$ cat src/rtl/ones_counter_stream_if.sv
// Stream bundle for ones_counter_stream: word input channel plus frame-result output channel.
interface ones_counter_stream_if #(
  parameter int W     = 127,
  parameter int ACC_W = 16
);
  logic             in_valid;
  logic             in_ready;
  logic [W-1:0]     in_data;
  logic             in_last;
  logic             out_valid;
  logic             out_ready;
  logic [ACC_W-1:0] out_count;
  logic             out_sat;

  modport master (
    output in_valid, in_data, in_last, out_ready,
    input  in_ready, out_valid, out_count, out_sat
  );

  modport slave (
    input  in_valid, in_data, in_last, out_ready,
    output in_ready, out_valid, out_count, out_sat
  );
endinterface

$ cat src/rtl/ones_counter_stream.sv
// Counts the ones in every word of a frame and presents a saturating per-frame total.
// Define ONES_CNT_PIPE_EN to register the popcount tree output ahead of the accumulator.
module ones_counter_stream #(
  parameter int W     = 127,
  parameter int ACC_W = 16
) (
  input logic                  clk,
  input logic                  rst_n,
  ones_counter_stream_if.slave bus
);
  localparam int CW     = $clog2(W + 1);
  localparam int LEAVES = 1 << $clog2(W);
  localparam int SUM_W  = ACC_W + 1;

  typedef enum logic [1:0] {S_ACCUM, S_DRAIN, S_HOLD} state_t;

  state_t           r_state;
  state_t           w_next_state;
  logic             w_in_ready;
  logic             w_out_valid;
  logic             w_load_out;
  logic             w_clear;
  logic             w_accept;
  logic [CW-1:0]    w_pc;
  logic [CW-1:0]    w_add_pc;
  logic [SUM_W-1:0] w_sum;
  logic [ACC_W-1:0] w_next_acc;
  logic             w_next_sat;
  logic [ACC_W-1:0] r_acc;
  logic             r_sat;
  logic [ACC_W-1:0] r_out_count;
  logic             r_out_sat;

  // Pairwise reduction, level by level; every node is CW bits since no partial sum exceeds W.
  function automatic logic [CW-1:0] f_popcount(input logic [W-1:0] d);
    logic [LEAVES-1:0] pad;
    logic [CW-1:0]     node [LEAVES];
    pad = LEAVES'(d);
    for (int i = 0; i < LEAVES; i++) begin
      node[i]    = '0;
      node[i][0] = pad[i];
    end
    for (int n = LEAVES; n > 1; n = n / 2) begin
      for (int i = 0; i < n / 2; i++) node[i] = node[2*i] + node[2*i+1];
    end
    return node[0];
  endfunction

  assign w_pc     = f_popcount(bus.in_data);
  assign w_accept = bus.in_valid && w_in_ready;

`ifdef ONES_CNT_PIPE_EN
  logic [CW-1:0] r_pipe_pc;
  logic          r_pipe_vld;

  always_ff @(posedge clk) begin
    if (!rst_n) begin
      r_pipe_pc  <= '0;
      r_pipe_vld <= 1'b0;
    end else begin
      r_pipe_vld <= w_accept;
      if (w_accept) r_pipe_pc <= w_pc;
    end
  end

  assign w_add_pc = r_pipe_vld ? r_pipe_pc : '0;
`else
  assign w_add_pc = w_accept ? w_pc : '0;
`endif

  assign w_sum      = {1'b0, r_acc} + SUM_W'(w_add_pc);
  assign w_next_acc = w_sum[ACC_W] ? '1 : w_sum[ACC_W-1:0];
  assign w_next_sat = r_sat | w_sum[ACC_W];

  // NOTE: sequential state uses non-blocking assignments so every register samples pre-edge values.
  always_ff @(posedge clk) begin
    if (!rst_n) r_state <= S_ACCUM;
    else        r_state <= w_next_state;
  end

  // NOTE: every output of this block is defaulted first, so no path can infer a latch.
  always_comb begin
    w_next_state = r_state;
    w_in_ready   = 1'b0;
    w_out_valid  = 1'b0;
    w_load_out   = 1'b0;
    w_clear      = 1'b0;
    case (r_state)
      S_ACCUM: begin
        w_in_ready = 1'b1;
        if (bus.in_valid && bus.in_last) begin
`ifdef ONES_CNT_PIPE_EN
          w_next_state = S_DRAIN;
`else
          w_next_state = S_HOLD;
          w_load_out   = 1'b1;
`endif
        end
      end
      S_DRAIN: begin
        w_next_state = S_HOLD;
        w_load_out   = 1'b1;
      end
      S_HOLD: begin
        w_out_valid = 1'b1;
        if (bus.out_ready) begin
          w_next_state = S_ACCUM;
          w_clear      = 1'b1;
        end
      end
      default: w_next_state = S_ACCUM;
    endcase
  end

  always_ff @(posedge clk) begin
    if (!rst_n) begin
      r_acc       <= '0;
      r_sat       <= 1'b0;
      r_out_count <= '0;
      r_out_sat   <= 1'b0;
    end else begin
      if (w_clear) begin
        r_acc <= '0;
        r_sat <= 1'b0;
      end else begin
        r_acc <= w_next_acc;
        r_sat <= w_next_sat;
      end
      if (w_load_out) begin
        r_out_count <= w_next_acc;
        r_out_sat   <= w_next_sat;
      end
    end
  end

  assign bus.in_ready  = w_in_ready;
  assign bus.out_valid = w_out_valid;
  assign bus.out_count = r_out_count;
  assign bus.out_sat   = r_out_sat;
endmodule

$ cat src/flat_wrapper.sv
// flat-port wrapper written by rule: the top's interface ports become plain ports
module ones_counter_stream_flat 
#(
  parameter int W     = 127,
  parameter int ACC_W = 16
)
  (clk, rst_n, bus_in_valid, bus_in_data, bus_in_last, bus_out_ready, bus_in_ready, bus_out_valid, bus_out_count, bus_out_sat);
  ones_counter_stream_if #(.W(W), .ACC_W(ACC_W)) bus_i ();
  input logic clk;
  input logic rst_n;
  input wire logic [$bits(bus_i.in_valid)-1:0] bus_in_valid;
  input wire logic [$bits(bus_i.in_data)-1:0] bus_in_data;
  input wire logic [$bits(bus_i.in_last)-1:0] bus_in_last;
  input wire logic [$bits(bus_i.out_ready)-1:0] bus_out_ready;
  output wire logic [$bits(bus_i.in_ready)-1:0] bus_in_ready;
  output wire logic [$bits(bus_i.out_valid)-1:0] bus_out_valid;
  output wire logic [$bits(bus_i.out_count)-1:0] bus_out_count;
  output wire logic [$bits(bus_i.out_sat)-1:0] bus_out_sat;
  assign bus_i.in_valid = bus_in_valid;
  assign bus_i.in_data = bus_in_data;
  assign bus_i.in_last = bus_in_last;
  assign bus_i.out_ready = bus_out_ready;
  assign bus_in_ready = bus_i.in_ready;
  assign bus_out_valid = bus_i.out_valid;
  assign bus_out_count = bus_i.out_count;
  assign bus_out_sat = bus_i.out_sat;
  ones_counter_stream #(.W(W), .ACC_W(ACC_W)) u_core (.clk(clk), .rst_n(rst_n), .bus(bus_i));
endmodule
$ cat config.mk
export PLATFORM = sky130hd
export DESIGN_NAME = ones_counter_stream_flat
export DESIGN_NICKNAME = d
export VERILOG_FILES = /design/src/rtl/ones_counter_stream_if.sv /design/src/rtl/ones_counter_stream.sv /design/src/flat_wrapper.sv
export SDC_FILE = /design/constraint.sdc
export NUM_CORES = 1
export LEC_CHECK = 0
export CORE_MARGIN = 4
export CORE_UTILIZATION = 30
export DETAILED_ROUTE_END_ITERATION = 10
export DONT_BUFFER_PORTS = 1
export GPL_ROUTABILITY_DRIVEN = 0
export HOLD_SLACK_MARGIN = 0.12
export PLACE_DENSITY = 0.48
export SLEW_MARGIN = 10
export SYNTH_ARGS = -nofsm -noshare
export SYNTH_HDL_FRONTEND = slang
export SYNTH_SLANG_ARGS = --single-unit
$ cat constraint.sdc
create_clock -name clk -period 13.8 [get_ports clk]
set_clock_uncertainty 0.15 [all_clocks]
set_input_delay 2.07 -clock clk [delete_from_list [all_inputs] [get_ports clk]]
set_output_delay 2.07 -clock clk [all_outputs]
set_load 0.05 [all_outputs]
==> impl_metrics.yaml <==
timing:
  setup_viol: 0
  setup_tns_ns: 0
  maxSlewViolCount: 0
  fmax_mhz: 98.1
  rsz0062_at_grt: "false"
  hold_violations: 0
  max_slew_margin_pct: 34.3
  period_share_pct: 73.8
  fin_crit_ns: 10.19
  worstMarginPinSlew_ns: 0.985
clock_network:
  numCtsBuffers: 5
  cts_sinks: 35
  clk_path_buf_depth: 2
  cts_tree: "done"
  cts_max_level: 2
  path_clk_slew_ns: 0.05
  postCtsHoldBufs: 0
  post-cts-setup-buffers: 0
  clock_latency_ns: 0.27
  cts_resized: 0
  ctsRootBufferMaster: "clkbuf_16"
synthesis:
  muxShareOfSynthArea_pct: 0.170
  synthAdderAreaFrac_pct: 61.4
  synth.avg_cell_area_um2: 9.93
  synthesis.area_um2: 5900
  synth_compound_area_share_pct: 6.92
  synth_warnings: 0
  synthCells: 594
  synth_seq_cells: 35
  synth_xor_area_share_pct: 1.93
  synth_edf_count: 0
  async_reset_ff_share_pct: 0
  yosysUniqueCellTypes: 35
  ys.flop_type: "dfxtp_1"
  syn-num-nets: 940
  yosys.area_share.simple_pct: 5.69
  yosysSeqAreaShare_pct: 11.9
  synth_top_family_by_area: "adder cells"
floorplan:
  die_w_um: 148
  initial_core_util_pct: 30.4
  pin_count: 151
  die_area_um2: 22000
  chipHeight_um: 148
  rows: 51
  fp.coreArea_um2: 19400
drt:
  first_pass_iters: 4
  via_count: 3670
  ant_nets: 0
  drt_wl_total_mm: 12.5
  routedWlPerCell_um: 14.6
  drc: 0
  drt_iter0_markers: 80
  vias_per_cell: 4.28
cells_and_area:
  seqCellArea_um2: 701
  area_growth_pct: 7.55
  final_cells: 858
  finish.instance_area_um2: 6340
  antenna_cells: 0
  layout-drive-gt1-share_pct: 2.02
  nNetsFinal: 939
  fillerInstances: 2056
  final_util_pct: 32.7
  multiInputGateArea_um2: 4490
critical_path:
  startpoint: "bus_in_data[124]"
  rr_endpoint: "u_core.bus.out_count[12]"
  cp_data_arrival_time_ns: 10.15
  timing.rr.start: "u_core.r_state[1]"
  cp_max_fo: 9
  cp_slowest_cell: "fa_1"
  path_common_cell: "fa_1"
  critPathMaxStageDelay_ns: 0.56
  endpoint_kind: "flop"
  reg2reg_slack_ns: 10.37
  cp-endpoint: "u_core.bus.out_count[12]"
  worst-setup-path-type: "in2reg"
  crit_path_start_kind: "primary input"
  crit_required_ns: 13.76
  r2r_cells: 10
global_route:
  antenna_found_initial: 0
  grt_max_degree: 34
  grt-ovfl-total: 0
  grt_pass1_vias: 4158
  grt_pass1_wl_mm: 20.7
  grt_usage_pct: 11.8
place:
  dp.cells: 851
  place_area_um2: 6200
  dp_hpwl_mm: 11.9
  port_buffers: 0
min_path:
  hp-class: "reg2reg"
run_status:
  status: "finished, final reports clean"
run:
  drv_cap: 0
==> worst min-delay path by stage <==
stage	start	cells after the start	slack, ns	to
after global placement	u_core.r_sat	2	0.31	u_core.r_sat
after detailed placement	u_core.r_sat	2	0.31	u_core.r_sat
final	u_core.r_sat	2	0.33	u_core.r_sat
after floorplan	u_core.r_sat	2	0.29	u_core.r_sat
after CTS	u_core.r_sat	2	0.33	u_core.r_sat
after global routing	u_core.r_acc[14]	2	0.41	u_core.r_acc[14]
==> stage by stage <==
| stage | setup slack [ns] | hold slack, ns |
|---|---|---|
| finish | 3.61 | 0.326 |
| global route | 3.17 | 0.413 |
| CTS | 3.58 | 0.326 |
| detailed placement | 3.32 | 0.312 |
| global placement | 3.44 | 0.309 |
| floorplan | 3.82 | 0.292 |
==> sequential cells by signal, indices dropped and copies added, names as in the netlist <==
name,count
u_core.bus.out_count,16
u_core.r_acc,16
u_core.bus.out_sat,1
u_core.r_sat,1
u_core.r_state,1
==> metal layers <==
layer	part of all wire [%]	vias up	GRT usage, %
met5	0	-	0
met4	0.73	0	1.57
met3	4.1	6	1.86
met2	52	68	20.3
met1	44	1815	16.2
li1	-	1781	-
==> synth_stat cells (2+ instances only) <==
cell	count	area share, %
ha_1	88	19
o21bai_1	2	0.25
nand2_1	17	1.1
and3_1	2	0.21
fa_1	126	43
o22ai_1	3	0.32
nor3_1	2	0.17
xnor2_1	8	1.2
or3_1	2	0.21
a21oi_2	2	0.30
a21oi_1	24	2.0
nand3_1	6	0.51
clkbuf_1	8	0.51
xor2_1	5	0.74
and2_1	4	0.42
nand2b_1	4	0.42
a21o_1	2	0.25
a211oi_1	4	0.51
o211ai_1	2	0.25
a31oi_1	3	0.32
nor2_1	33	2.1
inv_1	180	11
dfxtp_1	35	12
o21ai_0	21	1.8
==> area by class of cell <==
class | count | share of cell area [%]
clock buffer | 6 | 2.19
clock inverter | 1 | 0.0789
inverter | 180 | 10.7
multi-input combinational | 371 | 70.8
sequential | 35 | 11.0
tap | 265 | 5.23
==> worst max-delay path, delay by kind of cell <==
kind            cells  cell delay [ns]
xor+xnor            1             0.16
fa+ha+maj          12             5.63
buf+inv             6             0.34
compound gates      9             1.44
simple gates        2             0.50
==> cells by family after synthesis <==
logic type	Yosys count
AND/OR/NAND/NOR	75
buffers and inverters	188
AO/OA/AOI/OAI	68
flip-flops	35
XOR/XNOR	13
multiplexers	1
adder cells (fa/ha/maj)	214
==> placed cells by master (no fill, tap or decap), types with 2 or more instances in the layout <==
cell type  count
nor2_1        33
nand2b_1       4
o21ai_0       21
a211oi_1       4
a21o_1         2
ha_1          88
o211ai_1       2
dfxtp_1       35
nand3_1        6
and3_1         2
or3_1          2
and2_1         4
nand2_1       17
a21oi_2        2
inv_1        180
a31oi_1        3
o22ai_1        3
nor3_1         2
clkbuf_16      5
xnor2_1        8
a21oi_1       24
o21bai_1       2
fa_1         126
xor2_1         5
Power is not shown: default switching activity piles up to over one toggle a cycle in this logic, so the estimate is an artifact.
